===== config.mk =====
export PLATFORM = sky130hd
export DESIGN_NAME = control_unit_p_flat
export DESIGN_NICKNAME = d
export VERILOG_FILES = /design/src/rtl/control_unit_p_if.sv /design/src/rtl/control_unit_p.sv /design/src/flat_wrapper.sv
export SDC_FILE = /design/constraint.sdc
export NUM_CORES = 1
export LEC_CHECK = 0
export BUFFER_PORTS_ARGS = -buffer_cell sky130_fd_sc_hd__buf_2
export CAP_MARGIN = 20
export CORE_MARGIN = 1
export CORE_UTILIZATION = 36
export DETAILED_ROUTE_END_ITERATION = 8
export GPL_ROUTABILITY_DRIVEN = 1
export PLACE_DENSITY = 0.85
export SYNTH_ARGS = -nofsm -noshare
export SYNTH_HDL_FRONTEND = slang
export SYNTH_SLANG_ARGS = --single-unit

===== constraint.sdc =====
create_clock -name clk -period 4.2 [get_ports clk]
set_input_delay 0.21 -clock clk [delete_from_list [all_inputs] [get_ports clk]]
set_output_delay 0.21 -clock clk [all_outputs]
set_load 0.05 [all_outputs]

===== src/rtl/control_unit_p_if.sv =====
// Handshake/bus bundle between the processor control FSM and its datapath.
// master = control unit (drives strobes), slave = datapath/environment side.
interface control_unit_p_if #(
  parameter int OP_W  = 4,
  parameter int RF_AW = 4,
  parameter int D_AW  = 8,
  parameter int PC_W  = 7
);
  localparam int IW = OP_W + RF_AW + D_AW;

  logic             run;
  logic [IW-1:0]    ir;
  logic             alu_zero;

  logic             pc_clr;
  logic             pc_up;
  logic             pc_ld;
  logic [PC_W-1:0]  pc_ld_val;
  logic             ir_ld;
  logic [D_AW-1:0]  d_addr;
  logic             d_wr;
  logic [1:0]       rf_s;
  logic [D_AW-1:0]  rf_imm;
  logic [RF_AW-1:0] rf_w_addr;
  logic             rf_w_wr;
  logic [RF_AW-1:0] rf_ra_addr;
  logic [RF_AW-1:0] rf_rb_addr;
  logic [2:0]       alu_s;
  logic [3:0]       state;
  logic             halted;

  modport master (
    input  run, ir, alu_zero,
    output pc_clr, pc_up, pc_ld, pc_ld_val, ir_ld, d_addr, d_wr, rf_s, rf_imm,
           rf_w_addr, rf_w_wr, rf_ra_addr, rf_rb_addr, alu_s, state, halted
  );

  modport slave (
    output run, ir, alu_zero,
    input  pc_clr, pc_up, pc_ld, pc_ld_val, ir_ld, d_addr, d_wr, rf_s, rf_imm,
           rf_w_addr, rf_w_wr, rf_ra_addr, rf_rb_addr, alu_s, state, halted
  );
endinterface


===== src/rtl/control_unit_p.sv =====
// Parametrised fetch/decode/execute control FSM. All outputs are decoded
// combinationally from the current state and IR fields.
module control_unit_p #(
  parameter int OP_W    = 4,
  parameter int RF_AW   = 4,
  parameter int D_AW    = 8,
  parameter int PC_W    = 7,
  parameter int MEM_LAT = 1
) (
  input logic            clk,
  input logic            reset_n,
  control_unit_p_if.master bus
);
  localparam int IW    = OP_W + RF_AW + D_AW;
  localparam int CNT_W = (MEM_LAT > 1) ? $clog2(MEM_LAT) : 1;
  localparam logic [CNT_W-1:0] CNT_LAST = CNT_W'(MEM_LAT - 1);

  typedef enum logic [3:0] {
    S_INIT   = 4'd0,
    S_FETCH  = 4'd1,
    S_DECODE = 4'd2,
    S_NOOP   = 4'd3,
    S_LOAD_A = 4'd4,
    S_LOAD_B = 4'd5,
    S_STORE  = 4'd6,
    S_ADD    = 4'd7,
    S_SUB    = 4'd8,
    S_HALT   = 4'd9,
    S_LOADI  = 4'd10,
    S_JPZ    = 4'd11
  } state_e;

  state_e           state_q, state_d;
  logic [CNT_W-1:0] cnt_q, cnt_d;

  logic [OP_W-1:0]  op;
  logic [RF_AW-1:0] ra, rb, rw;
  logic [D_AW-1:0]  addr;

  assign op   = bus.ir[IW-1 -: OP_W];
  assign ra   = bus.ir[D_AW+RF_AW-1 -: RF_AW];
  assign addr = bus.ir[D_AW-1:0];
  assign rb   = bus.ir[2*RF_AW-1:RF_AW];
  assign rw   = bus.ir[RF_AW-1:0];

  // NOTE: state registers use non-blocking assignments so every flop samples pre-edge values.
  always_ff @(posedge clk or negedge reset_n) begin
    if (!reset_n) begin
      state_q <= S_INIT;
      cnt_q   <= '0;
    end else begin
      state_q <= state_d;
      cnt_q   <= cnt_d;
    end
  end

  // NOTE: every output and next-state value is defaulted first, so no path can infer a latch.
  always_comb begin
    state_d        = state_q;
    cnt_d          = '0;
    bus.pc_clr     = 1'b0;
    bus.pc_up      = 1'b0;
    bus.pc_ld      = 1'b0;
    bus.pc_ld_val  = '0;
    bus.ir_ld      = 1'b0;
    bus.d_addr     = '0;
    bus.d_wr       = 1'b0;
    bus.rf_s       = 2'd0;
    bus.rf_imm     = '0;
    bus.rf_w_addr  = '0;
    bus.rf_w_wr    = 1'b0;
    bus.rf_ra_addr = '0;
    bus.rf_rb_addr = '0;
    bus.alu_s      = 3'd0;
    bus.state      = state_q;
    bus.halted     = 1'b0;

    unique case (state_q)
      S_INIT: begin
        bus.pc_clr = 1'b1;
        if (bus.run) state_d = S_FETCH;
      end
      S_FETCH: begin
        bus.pc_up = 1'b1;
        bus.ir_ld = 1'b1;
        state_d   = S_DECODE;
      end
      S_DECODE: begin
        case (op)
          OP_W'(0): state_d = S_NOOP;
          OP_W'(1): state_d = S_STORE;
          OP_W'(2): state_d = S_LOAD_A;
          OP_W'(3): state_d = S_ADD;
          OP_W'(4): state_d = S_SUB;
          OP_W'(6): state_d = S_LOADI;
          OP_W'(7): state_d = S_JPZ;
          default:  state_d = S_HALT;
        endcase
      end
      S_NOOP: state_d = S_FETCH;
      S_LOAD_A: begin
        // Counter is zero on entry because every other state clears it.
        bus.d_addr = addr;
        if (cnt_q == CNT_LAST) state_d = S_LOAD_B;
        else                   cnt_d   = cnt_q + 1'b1;
      end
      S_LOAD_B: begin
        bus.d_addr    = addr;
        bus.rf_s      = 2'd1;
        bus.rf_w_addr = ra;
        bus.rf_w_wr   = 1'b1;
        state_d       = S_FETCH;
      end
      S_STORE: begin
        bus.d_addr     = addr;
        bus.rf_ra_addr = ra;
        bus.d_wr       = 1'b1;
        state_d        = S_FETCH;
      end
      S_ADD, S_SUB: begin
        bus.rf_ra_addr = ra;
        bus.rf_rb_addr = rb;
        bus.rf_w_addr  = rw;
        bus.rf_w_wr    = 1'b1;
        bus.alu_s      = (state_q == S_ADD) ? 3'd1 : 3'd2;
        state_d        = S_FETCH;
      end
      S_HALT: bus.halted = 1'b1;
      S_LOADI: begin
        bus.rf_s      = 2'd2;
        bus.rf_imm    = addr;
        bus.rf_w_addr = ra;
        bus.rf_w_wr   = 1'b1;
        state_d       = S_FETCH;
      end
      S_JPZ: begin
        bus.rf_ra_addr = ra;
        bus.pc_ld_val  = addr[PC_W-1:0];
        bus.pc_ld      = bus.alu_zero;
        state_d        = S_FETCH;
      end
      default: state_d = S_INIT;
    endcase
  end
endmodule


===== src/flat_wrapper.sv =====
// flat-port wrapper written by rule: the top's interface ports become plain ports
module control_unit_p_flat 
#(
  parameter int OP_W    = 4,
  parameter int RF_AW   = 4,
  parameter int D_AW    = 8,
  parameter int PC_W    = 7,
  parameter int MEM_LAT = 1
)
  (clk, reset_n, bus_run, bus_ir, bus_alu_zero, bus_pc_clr, bus_pc_up, bus_pc_ld, bus_pc_ld_val, bus_ir_ld, bus_d_addr, bus_d_wr, bus_rf_s, bus_rf_imm, bus_rf_w_addr, bus_rf_w_wr, bus_rf_ra_addr, bus_rf_rb_addr, bus_alu_s, bus_state, bus_halted);
  control_unit_p_if #(.OP_W(OP_W), .RF_AW(RF_AW), .D_AW(D_AW), .PC_W(PC_W)) bus_i ();
  input logic clk;
  input logic reset_n;
  input wire logic [$bits(bus_i.run)-1:0] bus_run;
  input wire logic [$bits(bus_i.ir)-1:0] bus_ir;
  input wire logic [$bits(bus_i.alu_zero)-1:0] bus_alu_zero;
  output wire logic [$bits(bus_i.pc_clr)-1:0] bus_pc_clr;
  output wire logic [$bits(bus_i.pc_up)-1:0] bus_pc_up;
  output wire logic [$bits(bus_i.pc_ld)-1:0] bus_pc_ld;
  output wire logic [$bits(bus_i.pc_ld_val)-1:0] bus_pc_ld_val;
  output wire logic [$bits(bus_i.ir_ld)-1:0] bus_ir_ld;
  output wire logic [$bits(bus_i.d_addr)-1:0] bus_d_addr;
  output wire logic [$bits(bus_i.d_wr)-1:0] bus_d_wr;
  output wire logic [$bits(bus_i.rf_s)-1:0] bus_rf_s;
  output wire logic [$bits(bus_i.rf_imm)-1:0] bus_rf_imm;
  output wire logic [$bits(bus_i.rf_w_addr)-1:0] bus_rf_w_addr;
  output wire logic [$bits(bus_i.rf_w_wr)-1:0] bus_rf_w_wr;
  output wire logic [$bits(bus_i.rf_ra_addr)-1:0] bus_rf_ra_addr;
  output wire logic [$bits(bus_i.rf_rb_addr)-1:0] bus_rf_rb_addr;
  output wire logic [$bits(bus_i.alu_s)-1:0] bus_alu_s;
  output wire logic [$bits(bus_i.state)-1:0] bus_state;
  output wire logic [$bits(bus_i.halted)-1:0] bus_halted;
  assign bus_i.run = bus_run;
  assign bus_i.ir = bus_ir;
  assign bus_i.alu_zero = bus_alu_zero;
  assign bus_pc_clr = bus_i.pc_clr;
  assign bus_pc_up = bus_i.pc_up;
  assign bus_pc_ld = bus_i.pc_ld;
  assign bus_pc_ld_val = bus_i.pc_ld_val;
  assign bus_ir_ld = bus_i.ir_ld;
  assign bus_d_addr = bus_i.d_addr;
  assign bus_d_wr = bus_i.d_wr;
  assign bus_rf_s = bus_i.rf_s;
  assign bus_rf_imm = bus_i.rf_imm;
  assign bus_rf_w_addr = bus_i.rf_w_addr;
  assign bus_rf_w_wr = bus_i.rf_w_wr;
  assign bus_rf_ra_addr = bus_i.rf_ra_addr;
  assign bus_rf_rb_addr = bus_i.rf_rb_addr;
  assign bus_alu_s = bus_i.alu_s;
  assign bus_state = bus_i.state;
  assign bus_halted = bus_i.halted;
  control_unit_p #(.OP_W(OP_W), .RF_AW(RF_AW), .D_AW(D_AW), .PC_W(PC_W), .MEM_LAT(MEM_LAT)) u_core (.clk(clk), .reset_n(reset_n), .bus(bus_i));
endmodule

Word-level counts from Yosys, hierarchy flattened
Index checks and enable logic that the tools add are counted.
Widths: inputs -> output; s select.
{"block": "totals", "reg_bits": 5, "latchBits": 0, "elab_cells": 53, "rom_bits": 0, "mem_count": 0, "out_inout_bits": 51, "in_bits": 20, "ram_bits": 0}
{"block": "op_classes", "n_mul": 0, "reduce_logical": 9, "n_lt_le_gt_ge": 0, "muxes": 21, "eq_ne": 19, "bitwise_logic": 1, "n_addsub": 1, "n_shift": 0, "div": 0}
{"op": "$eq 4x3->1 const B", "n": 7}
{"op": "$pmux 4 s7", "n": 1}
{"op": "$pmux 4 s6", "n": 1}
{"op": "$eq 4x2->1 const B", "n": 4}
{"op": "$eq 4x4->1 const B", "n": 4}
{"op": "$mux 4", "n": 4}
{"op": "$mux 8", "n": 2}
{"op": "$eq 4x1->1 const B", "n": 2}
{"op": "$logic_not 4->1", "n": 2}
{"op": "$mux 1", "n": 8}
{"op": "$pmux 4 s2", "n": 1}
{"op": "$reduce_or 4->1", "n": 2}
{"op": "$mux 7", "n": 1}
{"op": "$reduce_or 7->1", "n": 1}
{"op": "$ne 2x2->1 const B", "n": 2}
{"op": "$pmux 2 s2", "n": 1}
{"op": "$reduce_or 2->1", "n": 2}
{"op": "$mux 3", "n": 1}
{"op": "$reduce_and 3->1", "n": 1}
{"op": "$reduce_or 3->1", "n": 1}
{"op": "$mux 2", "n": 1}
{"op": "$add 1x1->1 const B", "n": 1}
{"op": "$not 1->1", "n": 1}

Longest topological paths before layout
{"block": "logic_depth", "word_depth": 3, "ltp_mapped": 5}

Least setup slack after synthesis
No wires, ideal clock.
{"block": "synth_timing", "path_kind": "reg-to-output", "startpoint": "register u_core.state_q[2] (netlist: u_core.bus.state[2])", "endpoint": "output port bus_rf_ra_addr[0]", "slack_ns": 1.430, "path_buffers": 1, "arrival_time_ns": 2.560, "stages_incl_launch_ff": 5, "required_time_ns": 3.990, "path_cell_list": "dfrtp_1 buf_2 nor2b_1 o21ai_0 a21boi_0"}
{"block": "synth_between", "elab_chain_len": 3}
{"item": "start: declaration", "line_no": "control_unit_p.sv:33", "source": "state_e state_q, state_d;"}
{"item": "start signal: assignment", "line_no": "control_unit_p.sv:52", "source": "state_q <= state_d;"}
{"item": "$eq 4x3->1 / $eq 4x4->1 (equally long branches)", "line_no": "control_unit_p.sv:78", "source": "unique case (state_q)"}
{"item": "$reduce_or 4->1 (no source line) (*)"}
{"item": "$mux 4 (*)", "line_no": "control_unit_p.sv:78"}
{"item": "end: declaration", "line_no": "flat_wrapper.sv:28", "source": "output wire logic [$bits(bus_i.rf_ra_addr)-1:0] bus_rf_ra_addr;"}
Mark *: on every way between the ends. The rest lies on a longest branch, timed or not.

Worst setup path after layout
{"block": "layout_timing", "startpoint": "register u_core.state_q[2] (netlist: u_core.bus.state[2])", "endpoint": "output port bus_rf_ra_addr[2]"}
Same word-level chain as after synthesis.

==> summary.md <==
| Metric | Value |
|---|---|
| Status | finished with violations |
| Violated checks | design-rule violations |
| Worst min-delay path category | in -> async |
| Register cell area after layout | 100 sq um |
| Peak per-stage delay on the critical path | 0.52 ns |
| Post-Layout Cell Count | between 150 and 200 |
| Routability congestion estimate from global placement | just over 0.8 |
| WHS | 0.297 ns |
| Yosys reg bits | 4 |
| Worst IR Drop VDD | 0.501 mV |
| Buffers & Inverters on Critical Path | 1 |
| Standard cell with the maximum stage delay on the critical path | sky130_fd_sc_hd__dfrtp_1 |
| Maximum number of pins on one net before global-route repair | 14 |
| Worst R2R Path Depth | 3 |
| Number of antenna cells inserted | 0 |
| TritonCTS clock tree | built |
| Total global routing overflow | 0 |
| Mean area per synthesized cell | about 7.3 sq um |
| Total count of max-transition violations in the final report | 0 |
| Resized Gates After CTS | 0 |
| I/O Pins | about 70 |
| Worst Path Required | 3.99 ns |
| Overall power after layout | 705 uW |
| Number of warning messages in the yosys log | 0 |
| Number of distinct standard cells referenced by the synthesized netlist | 31 |
| Post-synthesis cell type with the largest combined area | sky130_fd_sc_hd__and2_1 |
| Max Buffers Root-to-Sink | 2 |
| CP Class | reg -> out |
| Placement row count | 14 |
| Start of the worst register-to-register path | u_core.bus.state[0] |
| Top cells by count, synth | sky130_fd_sc_hd__and2_1, sky130_fd_sc_hd__nor2_1, sky130_fd_sc_hd__and3_1, sky130_fd_sc_hd__nand2b_1 |
| Min Tclk post-route | 2.20 ns |
| Skew-Pair Late Insertion Delay | 0.24 ns |
| Arrival time of data at the critical path endpoint | a little under 2 ns |
| Post-synth ARST share | 100% |
| Sequence of cells on the critical path | nor2b_1 > o21ai_0 > a21boi_0 > buf_2 |
| Antenna violations before repair | 0 |
| Post-synthesis instance area | 634 sq um |
| Max_cap viols | 0 |
| Die H | ~44 um |
| Placeable Area | 1580 sq um |
| Number of buffers added by the clock tree synthesis step | 3 |
| Wire length of the first global-routing pass | 3.11 mm |
| Total via count after detailed routing | 865 |
| Util after Layout | between 60 and 70% |
| Clock root cell | sky130_fd_sc_hd__clkbuf_4 |
| Share of the synthesized area in the top cell type | 19.7% |
| Number of failing setup endpoints in the final timing report | 0 |
| Total clock sinks | 4 |
| Post-placement cell count | 166 |
| Placed wire-length estimate after detailed placement | about 1.7 mm |
| Maximum achievable frequency | 454 MHz |
| Largest register FFs | 4 |
| Number of nets with antenna violations after routing | 0 |
| Wire length after detailed routing | 2.09 mm |
| Endpoint type of the worst setup path | output pin |
| Die width | 44.0 um |
| Top fanout value on the critical path | 12 |
| Critical path startpoint | u_core.bus.state[2] |
| Areal power density over the cells | 711 nW/um^2 |
| Multi-input combinational cell area | a little under 500 sq um |
| DRC | 1 |
| Setup repair after global routing missed its margin | false |
| Final sum of negative setup slack | 0 ns |
| Clock edge transition at the registers on the reported setup and hold paths | approximately 0.040 ns |
| Via count of the first global-routing pass | approximately 750 |
| Net count after synthesis | 107 |
| Endpoint of the worst-slack reg-to-reg timing path | u_core.bus.state[3] |
| Sequential share of the synthesized area | between 15 and 20% |
| Starting density of the core | 40.2% |
| IO Port Bufs | 69 |
| Wire length per cell after detailed routing | 12.3 um |
| Commonest register cell after synthesis | sky130_fd_sc_hd__dfrtp_1 |
| Post-CTS Repair Setup Buffers | 0 |
| Leakage power | 0.635 nW |
| Number of buffers added to fix hold violations after cts | 1 |
| Vias per cell | 5.09 |
| Most common cell in the synthesized netlist | sky130_fd_sc_hd__and2_1 |
| Signed area change from the synthesized netlist to the final layout | 56.4% |
| Share of the cycle needed by the critical path after routing | 52.5% |
| First-pass detailed-route iteration total | 9 |
| Post-synthesis instance total | 87 |
| Global-route total usage across every layer | 21.3% |
| Count of H-tree levels built during CTS | 1 |
| Overall die area | 1930 sq um |
| Area contributors post-synth | sky130_fd_sc_hd__and2_1, sky130_fd_sc_hd__dfrtp_1, sky130_fd_sc_hd__and3_1, sky130_fd_sc_hd__nor2_1, sky130_fd_sc_hd__a22o_1 |
| Iteration-0 DRC Markers | 16 |
| Largest delay share family, worst path | flip-flops |
| CP startpoint kind | flop |
| Number of inserted filler cells in the final layout | 160 |
| Proportion of layout cells with a drive suffix above 1 | 49.4% |
| Worst reg2reg setup slack | 2.84 ns |
| Final hold violation count | 0 |
| Number of enable-type register cells in the synthesized netlist | 0 |
| Number of nets at the end of the flow | 176 |
| Largest clock skew in the final design | 0.00312 ns |
==> worst max-delay path by stage <==
stage                              to  slack, ns  depth (start not counted)
finish              bus_rf_ra_addr[2]       2.00                          4
global route        bus_rf_ra_addr[2]       1.85                          4
CTS                 bus_rf_ra_addr[2]       2.00                          4
detailed placement  bus_rf_ra_addr[2]       2.27                          4
global placement    bus_rf_ra_addr[2]       2.33                          4
floorplan           bus_rf_ra_addr[0]       1.43                          4
==> kinds of logic (layout without fill, tap and decap cells) <==
logic type | count (synthesis) | after routing | share of synthesized area [%]
AO/OA/AOI/OAI | 18 | 18 | 22.1
buffers and inverters | 7 | 74 | 6.90
other | 1 | 1 | 0.591
flip-flops | 4 | 4 | 15.8
AND/OR/NAND/NOR | 55 | 55 | 51.3
multiplexers | 2 | 2 | 3.35
==> worst register-to-register path, stage by stage, from the launching register on <==
cell                       delay [ns]
sky130_fd_sc_hd__dfrtp_1         0.48
sky130_fd_sc_hd__nand2b_1        0.28
sky130_fd_sc_hd__or3_1           0.37
sky130_fd_sc_hd__a21oi_1         0.15
==> power breakdown <==
part | total [mW] | switching, mW | internal, mW
combinational | 0.558 | 0.423 | 0.134
clock | 0.0509 | 0.0187 | 0.0322
sequential | 0.0965 | 0.0422 | 0.0543
==> placed cells by master, fill, tap and decap left out <==
cell                            netlist  final
sky130_fd_sc_hd__a21boi_0             4      4
sky130_fd_sc_hd__a21oi_1              1      1
sky130_fd_sc_hd__a22o_1               4      4
sky130_fd_sc_hd__a31o_2               1      1
sky130_fd_sc_hd__and2_1              20     20
sky130_fd_sc_hd__and3_1               8      8
sky130_fd_sc_hd__and3b_1              1      1
sky130_fd_sc_hd__buf_2                2     69
sky130_fd_sc_hd__clkbuf_4             0      3
sky130_fd_sc_hd__conb_1               1      1
sky130_fd_sc_hd__dfrtp_1              4      4
sky130_fd_sc_hd__dlygate4sd3_1        0      1
sky130_fd_sc_hd__inv_1                1      1
sky130_fd_sc_hd__mux2_2               1      1
sky130_fd_sc_hd__mux2i_1              1      1
sky130_fd_sc_hd__nand2_1              2      2
sky130_fd_sc_hd__nand2b_1             5      5
sky130_fd_sc_hd__nand3b_1             1      1
sky130_fd_sc_hd__nand4b_1             1      1
sky130_fd_sc_hd__nor2_1              10     10
sky130_fd_sc_hd__nor2b_1              1      1
sky130_fd_sc_hd__nor3_1               2      2
sky130_fd_sc_hd__nor4_1               1      1
sky130_fd_sc_hd__o21ai_0              3      3
sky130_fd_sc_hd__o21ai_4              1      1
sky130_fd_sc_hd__o21bai_1             2      2
sky130_fd_sc_hd__o22ai_1              1      1
sky130_fd_sc_hd__o32ai_1              1      1
sky130_fd_sc_hd__or3_1                2      2
sky130_fd_sc_hd__or4b_4               1      1
==> per-stage QoR <==
| step | setup WS, ns | cell area [sq um] |
|---|---|---|
| floorplan | 1.43 | 634 |
| global placement | 2.33 | 960 |
| detailed placement | 2.27 | 960 |
| CTS | 2.00 | 992 |
| global route | 1.85 | 992 |
| finish | 2.00 | 992 |
==> metal layers <==
layer / GRT usage, % / vias up / part of all wire (%)
met5: 0 / - / 0
met4: 5.45 / 0 / 0
met3: 5.83 / 0 / 7.5
met2: 42.7 / 42 / 53
met1: 21.2 / 385 / 39
li1: - / 438 / -
==> cell type report <==
class,count,area share (%)
clock buffer,3,2.27
multi-input combinational,76,49.4
inverter,1,0.378
tap,16,2.02
timing repair buffer,70,35.8
sequential,4,10.1
(Power assumes the default switching activity.)
